### src/rtl/gsense_pkg.sv
// Shared state encoding and parameter defaults for the GSENSE link supervisor.
// Latency: n/a (types, constants and helpers only).
// Backpressure: n/a.
package gsense_pkg;

    // Debug encoding is visible on sup_state, so the values are fixed.
    typedef enum logic [2:0] {
        ST_IDLE    = 3'd0,
        ST_GAP     = 3'd1,
        ST_START   = 3'd2,
        ST_WAIT    = 3'd3,
        ST_FAILCHK = 3'd4,
        ST_UP      = 3'd5,
        ST_FAIL    = 3'd6
    } sup_state_t;

    localparam int GAP_CYCLES_DEF     = 16;
    localparam int TIMEOUT_CYCLES_DEF = 65536;
    localparam int MAX_RETRIES_DEF    = 3;
    localparam int LOSS_FILTER_DEF    = 8;

    function automatic logic [1:0] sat_inc2(input logic [1:0] v);
        return (v == 2'd3) ? v : v + 2'd1;
    endfunction

    function automatic logic [15:0] sat_inc16(input logic [15:0] v);
        return (v == 16'hFFFF) ? v : v + 16'd1;
    endfunction

endpackage

### src/rtl/gsense_loss_filter.sv
// Consecutive-cycle lock-loss filter: trips after LOSS_FILTER back-to-back bad cycles.
// Latency: trip is registered; it rises the cycle after the LOSS_FILTER-th bad sample.
// Backpressure: none; a single good cycle or clr restarts the count.
//
// Ports: clk, reset_n (sync, active low), clr (hold count at zero), bad (lock lost
// this cycle), trip (run of bad cycles reached LOSS_FILTER; held until cleared).
module gsense_loss_filter
    import gsense_pkg::*;
#(
    parameter int LOSS_FILTER = LOSS_FILTER_DEF
) (
    input  logic clk,
    input  logic reset_n,
    input  logic clr,
    input  logic bad,
    output logic trip
);

    localparam int             CW    = $clog2(LOSS_FILTER + 1);
    localparam logic [CW-1:0]  LIMIT = CW'(LOSS_FILTER);

    logic [CW-1:0] run_cnt;

    always_ff @(posedge clk) begin
        if (!reset_n) begin
            run_cnt <= '0;
        end else if (clr || !bad) begin
            run_cnt <= '0;
        end else if (run_cnt != LIMIT) begin
            // Saturate so trip stays up until the owner clears it.
            run_cnt <= run_cnt + CW'(1);
        end
    end

    assign trip = (run_cnt == LIMIT);

endmodule

### src/rtl/gsense_link_supervisor.sv
// Link bring-up/recovery sequencer for the GSENSE LVDS receiver (clkdiv2 domain).
// Latency: all outputs registered; train_req acts on the next edge.
// Backpressure: none; train_req always wins and restarts the bring-up at GAP.
//
// Ports: clk, reset_n (sync, active low), train_req, auto_retrain, training_done,
// lane_locked[LANES] in; enable, link_up, link_fail, retry_cnt[2], sup_state[3] out.
// Optional GSENSE_LINK_STATS_EN adds relock_cnt[16] and timeout_cnt[16] outputs.
module gsense_link_supervisor
    import gsense_pkg::*;
#(
    parameter int LANES          = 32,
    parameter int GAP_CYCLES     = GAP_CYCLES_DEF,
    parameter int TIMEOUT_CYCLES = TIMEOUT_CYCLES_DEF,
    parameter int MAX_RETRIES    = MAX_RETRIES_DEF,
    parameter int LOSS_FILTER    = LOSS_FILTER_DEF,
    parameter int CNT_W          = 17
) (
    input  logic             clk,
    input  logic             reset_n,
    input  logic             train_req,
    input  logic             auto_retrain,
    input  logic             training_done,
    input  logic [LANES-1:0] lane_locked,
    output logic             enable,
    output logic             link_up,
    output logic             link_fail,
    output logic [1:0]       retry_cnt,
    output logic [2:0]       sup_state
`ifdef GSENSE_LINK_STATS_EN
    ,
    output logic [15:0]      relock_cnt,
    output logic [15:0]      timeout_cnt
`endif
);

    localparam int               GAP_W       = $clog2(GAP_CYCLES);
    localparam logic [GAP_W-1:0] GAP_LAST    = GAP_W'(GAP_CYCLES - 1);
    localparam logic [CNT_W-1:0] TMO_LAST    = CNT_W'(TIMEOUT_CYCLES - 1);
    // retry_cnt saturates at 3, so a larger limit behaves like 3.
    localparam logic [1:0]       RETRY_LIMIT = (MAX_RETRIES >= 3) ? 2'd3 : 2'(MAX_RETRIES);

    sup_state_t       state;
    logic [GAP_W-1:0] gap_cnt;
    logic [CNT_W-1:0] tmo_cnt;
    logic             done_seen_low;
    logic [1:0]       retry_nxt;
    logic             loss_bad;
    logic             loss_clr;
    logic             loss_trip;

    assign sup_state = state;
    assign retry_nxt = sat_inc2(retry_cnt);
    assign loss_bad  = ~&lane_locked;
    assign loss_clr  = (state != ST_UP);

    gsense_loss_filter #(
        .LOSS_FILTER (LOSS_FILTER)
    ) u_loss_filter (
        .clk     (clk),
        .reset_n (reset_n),
        .clr     (loss_clr),
        .bad     (loss_bad),
        .trip    (loss_trip)
    );

    // Outputs are updated together with the state they belong to, so
    // enable/link_up/link_fail line up exactly with sup_state.
    always_ff @(posedge clk) begin
        if (!reset_n) begin
            state         <= ST_IDLE;
            enable        <= 1'b0;
            link_up       <= 1'b0;
            link_fail     <= 1'b0;
            retry_cnt     <= 2'd0;
            gap_cnt       <= '0;
            tmo_cnt       <= '0;
            done_seen_low <= 1'b0;
`ifdef GSENSE_LINK_STATS_EN
            relock_cnt    <= 16'd0;
            timeout_cnt   <= 16'd0;
`endif
        end else if (train_req) begin
            // Host request restarts from any state, including a loss trip
            // in the same cycle (not counted as a relock).
            state     <= ST_GAP;
            gap_cnt   <= '0;
            retry_cnt <= 2'd0;
            enable    <= 1'b0;
            link_up   <= 1'b0;
            link_fail <= 1'b0;
        end else begin
            case (state)
                ST_IDLE: begin
                end
                ST_GAP: begin
                    if (gap_cnt == GAP_LAST) begin
                        state  <= ST_START;
                        enable <= 1'b1;
                    end else begin
                        gap_cnt <= gap_cnt + GAP_W'(1);
                    end
                end
                ST_START: begin
                    state         <= ST_WAIT;
                    tmo_cnt       <= '0;
                    done_seen_low <= 1'b0;
                end
                ST_WAIT: begin
                    // A done level left over from an earlier run is only
                    // accepted after it has been seen low once.
                    if (!training_done) begin
                        done_seen_low <= 1'b1;
                    end
                    if (training_done && done_seen_low) begin
                        state   <= ST_UP;
                        link_up <= 1'b1;
                    end else if (tmo_cnt == TMO_LAST) begin
                        state <= ST_FAILCHK;
`ifdef GSENSE_LINK_STATS_EN
                        timeout_cnt <= sat_inc16(timeout_cnt);
`endif
                    end else begin
                        tmo_cnt <= tmo_cnt + CNT_W'(1);
                    end
                end
                ST_FAILCHK: begin
                    retry_cnt <= retry_nxt;
                    enable    <= 1'b0;
                    if (retry_nxt < RETRY_LIMIT) begin
                        state   <= ST_GAP;
                        gap_cnt <= '0;
                    end else begin
                        state     <= ST_FAIL;
                        link_fail <= 1'b1;
                    end
                end
                ST_UP: begin
                    if (loss_trip) begin
                        enable  <= 1'b0;
                        link_up <= 1'b0;
                        if (auto_retrain) begin
                            state     <= ST_GAP;
                            gap_cnt   <= '0;
                            retry_cnt <= 2'd0;
`ifdef GSENSE_LINK_STATS_EN
                            relock_cnt <= sat_inc16(relock_cnt);
`endif
                        end else begin
                            state <= ST_IDLE;
                        end
                    end
                end
                ST_FAIL: begin
                end
                default: begin
                    state     <= ST_IDLE;
                    enable    <= 1'b0;
                    link_up   <= 1'b0;
                    link_fail <= 1'b0;
                end
            endcase
        end
    end

endmodule

### config.mk
export PLATFORM = sky130hd
export DESIGN_NAME = gsense_link_supervisor
export DESIGN_NICKNAME = d
export VERILOG_FILES = /design/src/rtl/gsense_pkg.sv /design/src/rtl/gsense_loss_filter.sv /design/src/rtl/gsense_link_supervisor.sv
export SDC_FILE = /design/constraint.sdc
export NUM_CORES = 1
export LEC_CHECK = 0
export CAP_MARGIN = 20
export CELL_PAD_IN_SITES_DETAIL_PLACEMENT = 2
export CELL_PAD_IN_SITES_GLOBAL_PLACEMENT = 2
export CORE_MARGIN = 2
export CORE_UTILIZATION = 30
export CTS_CLUSTER_DIAMETER = 200
export DETAILED_ROUTE_END_ITERATION = 8
export GPL_ROUTABILITY_DRIVEN = 0
export GPL_TIMING_DRIVEN = 0
export PLACE_DENSITY = 0.81
export RECOVER_POWER = 100
export SLEW_MARGIN = 20
export SYNTH_ARGS = -nofsm -noshare
export SYNTH_HDL_FRONTEND = slang
export SYNTH_SLANG_ARGS = --single-unit
### constraint.sdc
create_clock -name clk -period 5.7 [get_ports clk]
set_input_delay 0.57 -clock clk [delete_from_list [all_inputs] [get_ports clk]]
set_output_delay 0.57 -clock clk [all_outputs]
set_load 0.02 [all_outputs]
==> results.tsv, run 1 <==
stage	metric	value	unit
global_route	gr ovfl total	0	
clock_network	# hold bufs at CTS	0	
synth	Syn Inst Count	230	
power	Reg power frac	42.4	%
detailed_routing	1st-pass router iterations	6	
synth	syn avg cell area	8.068	um^2
synth	FF+latch count, synth	34	
detailed_routing	DR DRC count	0	
sta	setup TNS	0	ns
status	status	finished clean	
sta	RSZ-0062 raised after global routing	false	
detailed_routing	vias	1997	
final_layout	Core Util, Final	42.14	%
global_route	pin count of the biggest net entering global routing	13	
clock_network	Resized cells post-CTS	0	
global_route	total track usage	20.51	%
synth	fraction of registers with async set/reset	0	%
sta	Final Max Tran Viols	0	
power	switching share of total power	22.08	%
synth	top-area cell type share of the netlist area	36.68	%
worst_setup_path	Worst EP required	5.93	ns
sta	f_max	0.3162	GHz
job	# Max-Cap Violations	0	
final_layout	Final nets	322	
final_layout	layout cells sized above 1	3.915	%
clock_network	CTS Buf Count	5	
global_route	vias in the first global route	2202	
detailed_routing	routed length per instance	18.21	um
synth	Post-Syn Area	0.001856	mm^2
floorplan	initial cell density of the core	31.16	%
final_layout	ant diodes	0	
clock_network	H-tree levels	2	
clock_network	root buf cell	clkbuf_8	
detailed_routing	Vias/cell	5.610	
global_route	first-pass GRT wire length	10.49	mm
sta	worst rel slew slack	39.63	%
synth	Netlist cell types	48	
clock_network	CTS tree	done	
worst_hold_path	Min-Delay Path Class	flop to flop	
synth	Syn Nets	272	
floorplan	core area	0.005956	mm^2
power	clock group share of total power	49.7	%
floorplan	Die X	82.65	um
synth	yosys warns	0	
clock_network	clk_lat worst skew	0.29	ns
worst_setup_path	crit path kind	flop to flop	
synth	register area share after synthesis	36.68	%
detailed_routing	Final ANT Viol Nets	0	
worst_setup_path	critical path capture point type	flop	
synth	leading area contributor after synthesis	dfxtp_1	
synth	Synth area leaders	dfxtp_1 37%, a21oi_1 5.9%, o21ai_0 4.3%	
power	Power Density	224.9	mW/mm^2
place	DP HPWL	4.629	mm
clock_network	Setup Fix Bufs, Post-CTS	0	
power	Peak VDD IR	88.27	uV
sta	final worst path period share	55.48	%
floorplan	IO Count	45	
synth	Synth Flop Type	dfxtp_1	
power	Internal Power	0.0004398	W
sta	Final Hold Viols	0	
global_route	initial antenna violation count	0	
sta	Tmin final	3.162	ns
sta	count of final setup violators	0	
power	sw power	0.0001247	W
worst_setup_path	CP max FO	10	
power	Gate power share	7.8	%
worst_setup_path	startpoint type of the worst setup path	flop	
sta	worst slew pin tran	0.8960	ns
clock_network	maximum number of buffers from clock root to sink	2	
synth	EDFF count, synth	0	
worst_setup_path	CP arrival	3.39	ns
sta	final setup skew	0.005154	ns
floorplan	# rows	28	
power	Leak	0.8101	nW
place	IO Port Bufs	43	
detailed_routing	initial DRC count	70	
floorplan	die height	82.65	um
sta	final worst setup slack	2.538	ns
floorplan	full die area	0.006830	mm^2
place	post-place setup slack	2.628	ns
clock_network	Clk pin slew, worst setup/hold paths	0.08	ns
final_layout	area grow syn2layout	35.27	%
clock_network	clock sinks	34	
detailed_routing	DRT Wirelength	6.482	mm
area by class of cell:
class	instances	area [um^2]
Fill cell	722	3446
Multi-Input combinational cell	172	1076
Sequential cell	34	680.7
Timing Repair Buffer	43	430.4
Tap cell	75	93.84
Clock buffer	5	68.82
Clock inverter	3	68.82
Buffer	14	53.80
Inverter	10	37.54
critical path, stage by stage (launching register included):
cell	delay, ns
dfxtp_1	0.36
and4_1	0.20
nand3_1	0.21
clkbuf_1	0.39
nor3_1	0.13
ha_1	0.20
a21o_1	0.16
clkbuf_1	0.21
a211o_1	0.38
clkbuf_1	0.24
or4_1	0.46
a21oi_1	0.15
cells by family after synthesis:
family          Yosys count  synth area share, %
compound gates           65                22.25
buf+inv                  24                5.326
flops                    34                36.68
xor+xnor                  5                2.360
fa+ha+maj                 5                3.372
simple gates             94                28.39
mux                       3                1.618
final timing paths:
path,slack [ns],depth (start not counted),startpoint,end
worst max-delay path,2.54,11,tmo_cnt[4]$_SDFFE_PN0P_,tmo_cnt[10]$_SDFFE_PN0P_
worst min-delay path,0.51,2,tmo_cnt[14]$_SDFFE_PN0P_,tmo_cnt[14]$_SDFFE_PN0P_
worst max register to register,2.54,11,tmo_cnt[4]$_SDFFE_PN0P_,tmo_cnt[10]$_SDFFE_PN0P_
worst min register to register,0.51,2,tmo_cnt[14]$_SDFFE_PN0P_,tmo_cnt[14]$_SDFFE_PN0P_
synthesized netlist by cell type (all sizes together), types with 2 or more instances:
master / n
dfxtp: 34
a21oi: 22
o21ai: 17
nor2: 15
nand2: 14
clkbuf: 11
nand3: 10
nand4: 10
inv: 9
nor3: 7
o31ai: 7
or4: 7
nor2b: 6
or3: 6
ha: 5
xnor2: 5
buf: 3
mux2i: 3
nand2b: 3
nor4: 3
a211o: 2
a2bb2oi: 2
a31oi: 2
and2: 2
and3: 2
and4: 2
o221a: 2
o2bb2ai: 2
or3b: 2
or4b: 2
power by group through the flow:
stage | registers [W] | logic, W | clock network (W)
detailed placement | 0.000245 | 0.0000445 | 0
global route | 0.000240 | 0.0000479 | 0.000293
floorplan | 0.000245 | 0.0000122 | 0
CTS | 0.000240 | 0.0000450 | 0.000286
global placement | 0.000245 | 0.0000430 | 0
finish | 0.000240 | 0.0000441 | 0.000281
metrics by stage:
| stage | total power [W] | hold slack, ns | std cells | instance area, um^2 |
|---|---|---|---|---|
| 2_1_floorplan | 0.0002574 | 0.4521 | 230 | 1856 |
| 3_3_place_gp | 0.0002882 | 0.4767 | 348 | 2380 |
| 3_5_place_dp | 0.0002899 | 0.4822 | 348 | 2380 |
| 4_1_cts | 0.0005705 | 0.5001 | 356 | 2517 |
| 5_1_grt | 0.0005811 | 0.5446 | 356 | 2510 |
| 6_report | 0.0005645 | 0.5084 | 356 | 2510 |
routing by layer:
metal  global-route usage, %  share of wire, %
met4                   5.574              0.80
met1                   23.67                42
met5                       0                 0
met2                   38.47                54
met3                   3.696               2.8
sequential cells by signal (all words and copies together) (netlist names):
signal / cells
sup_state: 3
u_loss_filter.run_cnt: 4
enable: 1
tmo_cnt: 17
done_seen_low: 1
link_up: 1
gap_cnt: 4
link_fail: 1
retry_cnt: 2
layout by cell type, fill, tap and decap left out, types with 7 or more instances in the layout:
cell type / synthesis / layout
dfxtp_1: 34 / 34
clkdlybuf4s50_1: 0 / 34
a21oi_1: 22 / 22
o21ai_0: 16 / 17
nor2_1: 15 / 15
nand2_1: 14 / 14
clkbuf_1: 11 / 12
nand3_1: 10 / 10
nand4_1: 10 / 10
inv_1: 9 / 9
dlygate4sd3_1: 0 / 9
nor3_1: 7 / 7
o31ai_1: 7 / 7
or4_1: 7 / 7
Power figures use the tool's default switching activity.
==> run 2, diff against run 1 <==
Settings changed: CORE_UTILIZATION 30 to 28, PLACE_DENSITY 0.81 to 0.76.
Clock period 5.7 ns to 3 ns, I/O delays scaled along.
==> results.tsv, run 2 (same netlist as run 1, synthesis figures left out) <==
stage	metric	value	unit	change
floorplan	core area	0.006386	mm^2	+7.2%
final_layout	ant diodes	0		unchanged
global_route	initial antenna violation count	0		unchanged
sta	final worst setup slack	0.2816	ns	-2.256 ns
global_route	gr ovfl total	0		unchanged
worst_setup_path	CP arrival	2.93	ns	-0.46 ns
worst_hold_path	Min-Delay Path Class	input port to flop		
detailed_routing	routed length per instance	17.08	um	-6.2%
final_layout	final cell count without fillers	357		+0.28%
power	switching share of total power	23.15	%	+1.1 points
worst_setup_path	crit path kind	flop to flop		
final_layout	most frequent cells in the layout	34 x dfxtp_1, 34 x clkdlybuf4s50_1, 22 x a21oi_1		
worst_setup_path	crit path from	tmo_cnt[4]$_SDFFE_PN0P_		
detailed_routing	1st-pass router iterations	4		-2
place	Cells after DPL	350		+0.57%
place	post-place setup slack	0.02971	ns	-2.598 ns
final_layout	number of fill cells	756		+4.7%
power	Gate power share	9.4	%	+1.6 points
final_layout	Final nets	321		-0.31%
global_route	M1 GR Usage	21.12	%	-2.5 points
final_layout	Largest regs	tmo_cnt x17, gap_cnt x4, u_loss_filter.run_cnt x4		
final_layout	Reg with most FFs	tmo_cnt		
clock_network	Clk pin slew, worst setup/hold paths	0.07	ns	about the same
clock_network	CTS Buf Count	5		unchanged
status	status	finished clean		
global_route	met3 Usage GRT	3.405	%	-0.29 points
sta	Tmin final	2.718	ns	-0.4441 ns
power	sw power	0.0002073	W	+66%
clock_network	CTS tree	done		
worst_setup_path	startpoint type of the worst setup path	flop		
job	# Max-Cap Violations	0		unchanged
worst_setup_path	Worst EP required	3.22	ns	-2.71 ns
sta	final setup skew	0.004230	ns	-0.0009244 ns
global_route	pin count of the biggest net entering global routing	11		-2
worst_setup_path	FF-to-FF End	tmo_cnt[10]$_SDFFE_PN0P_		
global_route	met2 global-route usage	33.10	%	-5.4 points
clock_network	maximum number of buffers from clock root to sink	2		unchanged
floorplan	die height	85.41	um	+3.3%
place	IO Port Bufs	43		unchanged
floorplan	Die X	85.41	um	+3.3%
sta	Final Max Tran Viols	0		unchanged
detailed_routing	DRT Wirelength	6.098	mm	-5.9%
power	Reg power frac	50.9	%	+8.5 points
power	Leak	0.7952	nW	-1.8%
power	Internal Power	0.0006880	W	+56%
floorplan	full die area	0.007294	mm^2	+6.8%
floorplan	initial cell density of the core	29.06	%	-2.1 points
worst_setup_path	critical path capture point type	flop		
power	Power Density	363.0	mW/mm^2	+61%
floorplan	IO Count	45		unchanged
sta	count of final setup violators	0		unchanged
sta	Final Hold Viols	0		unchanged
worst_hold_path	Hold Startpoint	reset_n		
clock_network	H-tree levels	2		unchanged
detailed_routing	DR DRC count	0		unchanged
worst_hold_path	hold path depth	3		+1
worst_setup_path	Worst R2R Start	tmo_cnt[4]$_SDFFE_PN0P_		
detailed_routing	Final ANT Viol Nets	0		unchanged
final_layout	final non-filler cell area	0.002466	mm^2	-1.7%
global_route	total track usage	17.86	%	-2.7 points
sta	setup TNS	0	ns	unchanged
clock_network	root buf cell	clkbuf_8		
final_layout	area grow syn2layout	32.91	%	
sta	worst rel slew slack	50.84	%	+11 points
detailed_routing	initial DRC count	32		-54%
sta	final worst path period share	90.61	%	+35 points
detailed_routing	Vias/cell	5.552		-1.0%
global_route	first-pass GRT wire length	10.52	mm	+0.26%
floorplan	# rows	29		+3.6%
global_route	vias in the first global route	2180		-1.0%
worst_hold_path	Hold Crit Endpoint	sup_state[0]$_SDFFE_PN0P_		
place	DP HPWL	4.650	mm	+0.45%
worst_setup_path	CP max FO	10		unchanged
sta	RSZ-0062 raised after global routing	false		
worst_setup_path	R2R Setup Slk	0.28	ns	-2.26 ns
sta	worst slew pin tran	0.7298	ns	-0.1663 ns
worst_setup_path	Register-to-Register Path Depth	10		-1
detailed_routing	vias	1982		-0.75%
power	clock group share of total power	39.7	%	-10 points
power	Peak VDD IR	225.9	uV	+160%
clock_network	clk_lat worst skew	0.28	ns	about the same
clock_network	# hold bufs at CTS	0		unchanged
global_route	gr busiest metal	met2		
place	Post-Place Cell Area	0.002382	mm^2	+0.11%
final_layout	max FFs per register	17		unchanged
sta	f_max	0.3679	GHz	+16%
final_layout	layout cells sized above 1	4.643	%	+0.73 points
clock_network	clock sinks	34		unchanged
clock_network	Setup Fix Bufs, Post-CTS	0		unchanged
## run 2: cell types whose count changed in the layout (fill, tap and decap cells not counted)
cell / before / now
clkbuf_1: 12 / 9
clkbuf_2: 0 / 3
and2_0: 1 / 2
clkinv_4: 1 / 0
and2_1: 1 / 0
bufinv_16: 2 / 0
clkbuf_8: 5 / 6
clkinv_2: 0 / 1
## run 2: critical path: stages, from the launching register on
cell      delay, ns
dfxtp_1        0.35
and4_1         0.20
nand3_1        0.19
clkbuf_2       0.27
nor3_1         0.09
ha_1           0.18
a21o_1         0.25
a211o_1        0.36
clkbuf_2       0.20
or4_1          0.42
a21oi_1        0.14
## run 2: power by group through the flow
stage          registers [W]  clock network (W)  logic [W]
2_1_floorplan       0.000466                  0  0.0000232
3_3_place_gp        0.000466                  0  0.0000826
3_5_place_dp        0.000466                  0  0.0000850
4_1_cts             0.000455           0.000371  0.0000857
5_1_grt             0.000456           0.000387  0.0000914
6_report            0.000456           0.000355  0.0000843
## run 2: final cells by class
type                       instances  area (um^2)  share of cell area (%)
multi-input combinational        172         1076                   43.63
tap                               77        96.34                   3.907
timing repair buffer              43        430.4                   17.45
buffer                            13        53.80                   2.182
sequential                        34        680.7                   27.60
clock buffer                       7        86.33                   3.501
clock inverter                     1        5.005                  0.2029
inverter                          10        37.54                   1.522
## run 2: metal layers
layer | routed length (um) | vias to the layer above
li1 | - | 952
met1 | 2610 | 984
met2 | 3267 | 34
met3 | 152 | 12
met4 | 68 | 0
met5 | 0 | -
## run 2: what timing repair did
| action | 4_1_cts | 5_1_grt |
|---|---|---|
| gates resized for setup | 1 | 2 |
| hold endpoints to repair | 0 | 0 |
| endpoints found under the setup margin | 1 | 7 |
| pin swaps | 0 | 0 |
## run 2: worst max-delay path by stage
stage	to	slack, ns	cells after the start
after floorplan	tmo_cnt[10]$_SDFFE_PN0P_	0.48	11
final	tmo_cnt[10]$_SDFFE_PN0P_	0.28	10
after global placement	tmo_cnt[5]$_SDFFE_PN0P_	0.05	11
after CTS	tmo_cnt[3]$_SDFFE_PN0P_	0.07	11
after detailed placement	tmo_cnt[5]$_SDFFE_PN0P_	0.03	11
after global routing	tmo_cnt[10]$_SDFFE_PN0P_	0.08	10
## run 2: per-stage QoR
stage / total power, W / hold slack [ns] / utilization, %
5_1_grt: 0.0009341 / 0.4571 / 38.62
6_report: 0.0008953 / 0.4225 / 38.62
3_3_place_gp: 0.0005484 / 0.4741 / 37.30
4_1_cts: 0.0009118 / 0.4269 / 38.75
3_5_place_dp: 0.0005510 / 0.4879 / 37.30
2_1_floorplan: 0.0004891 / 0.4521 / -
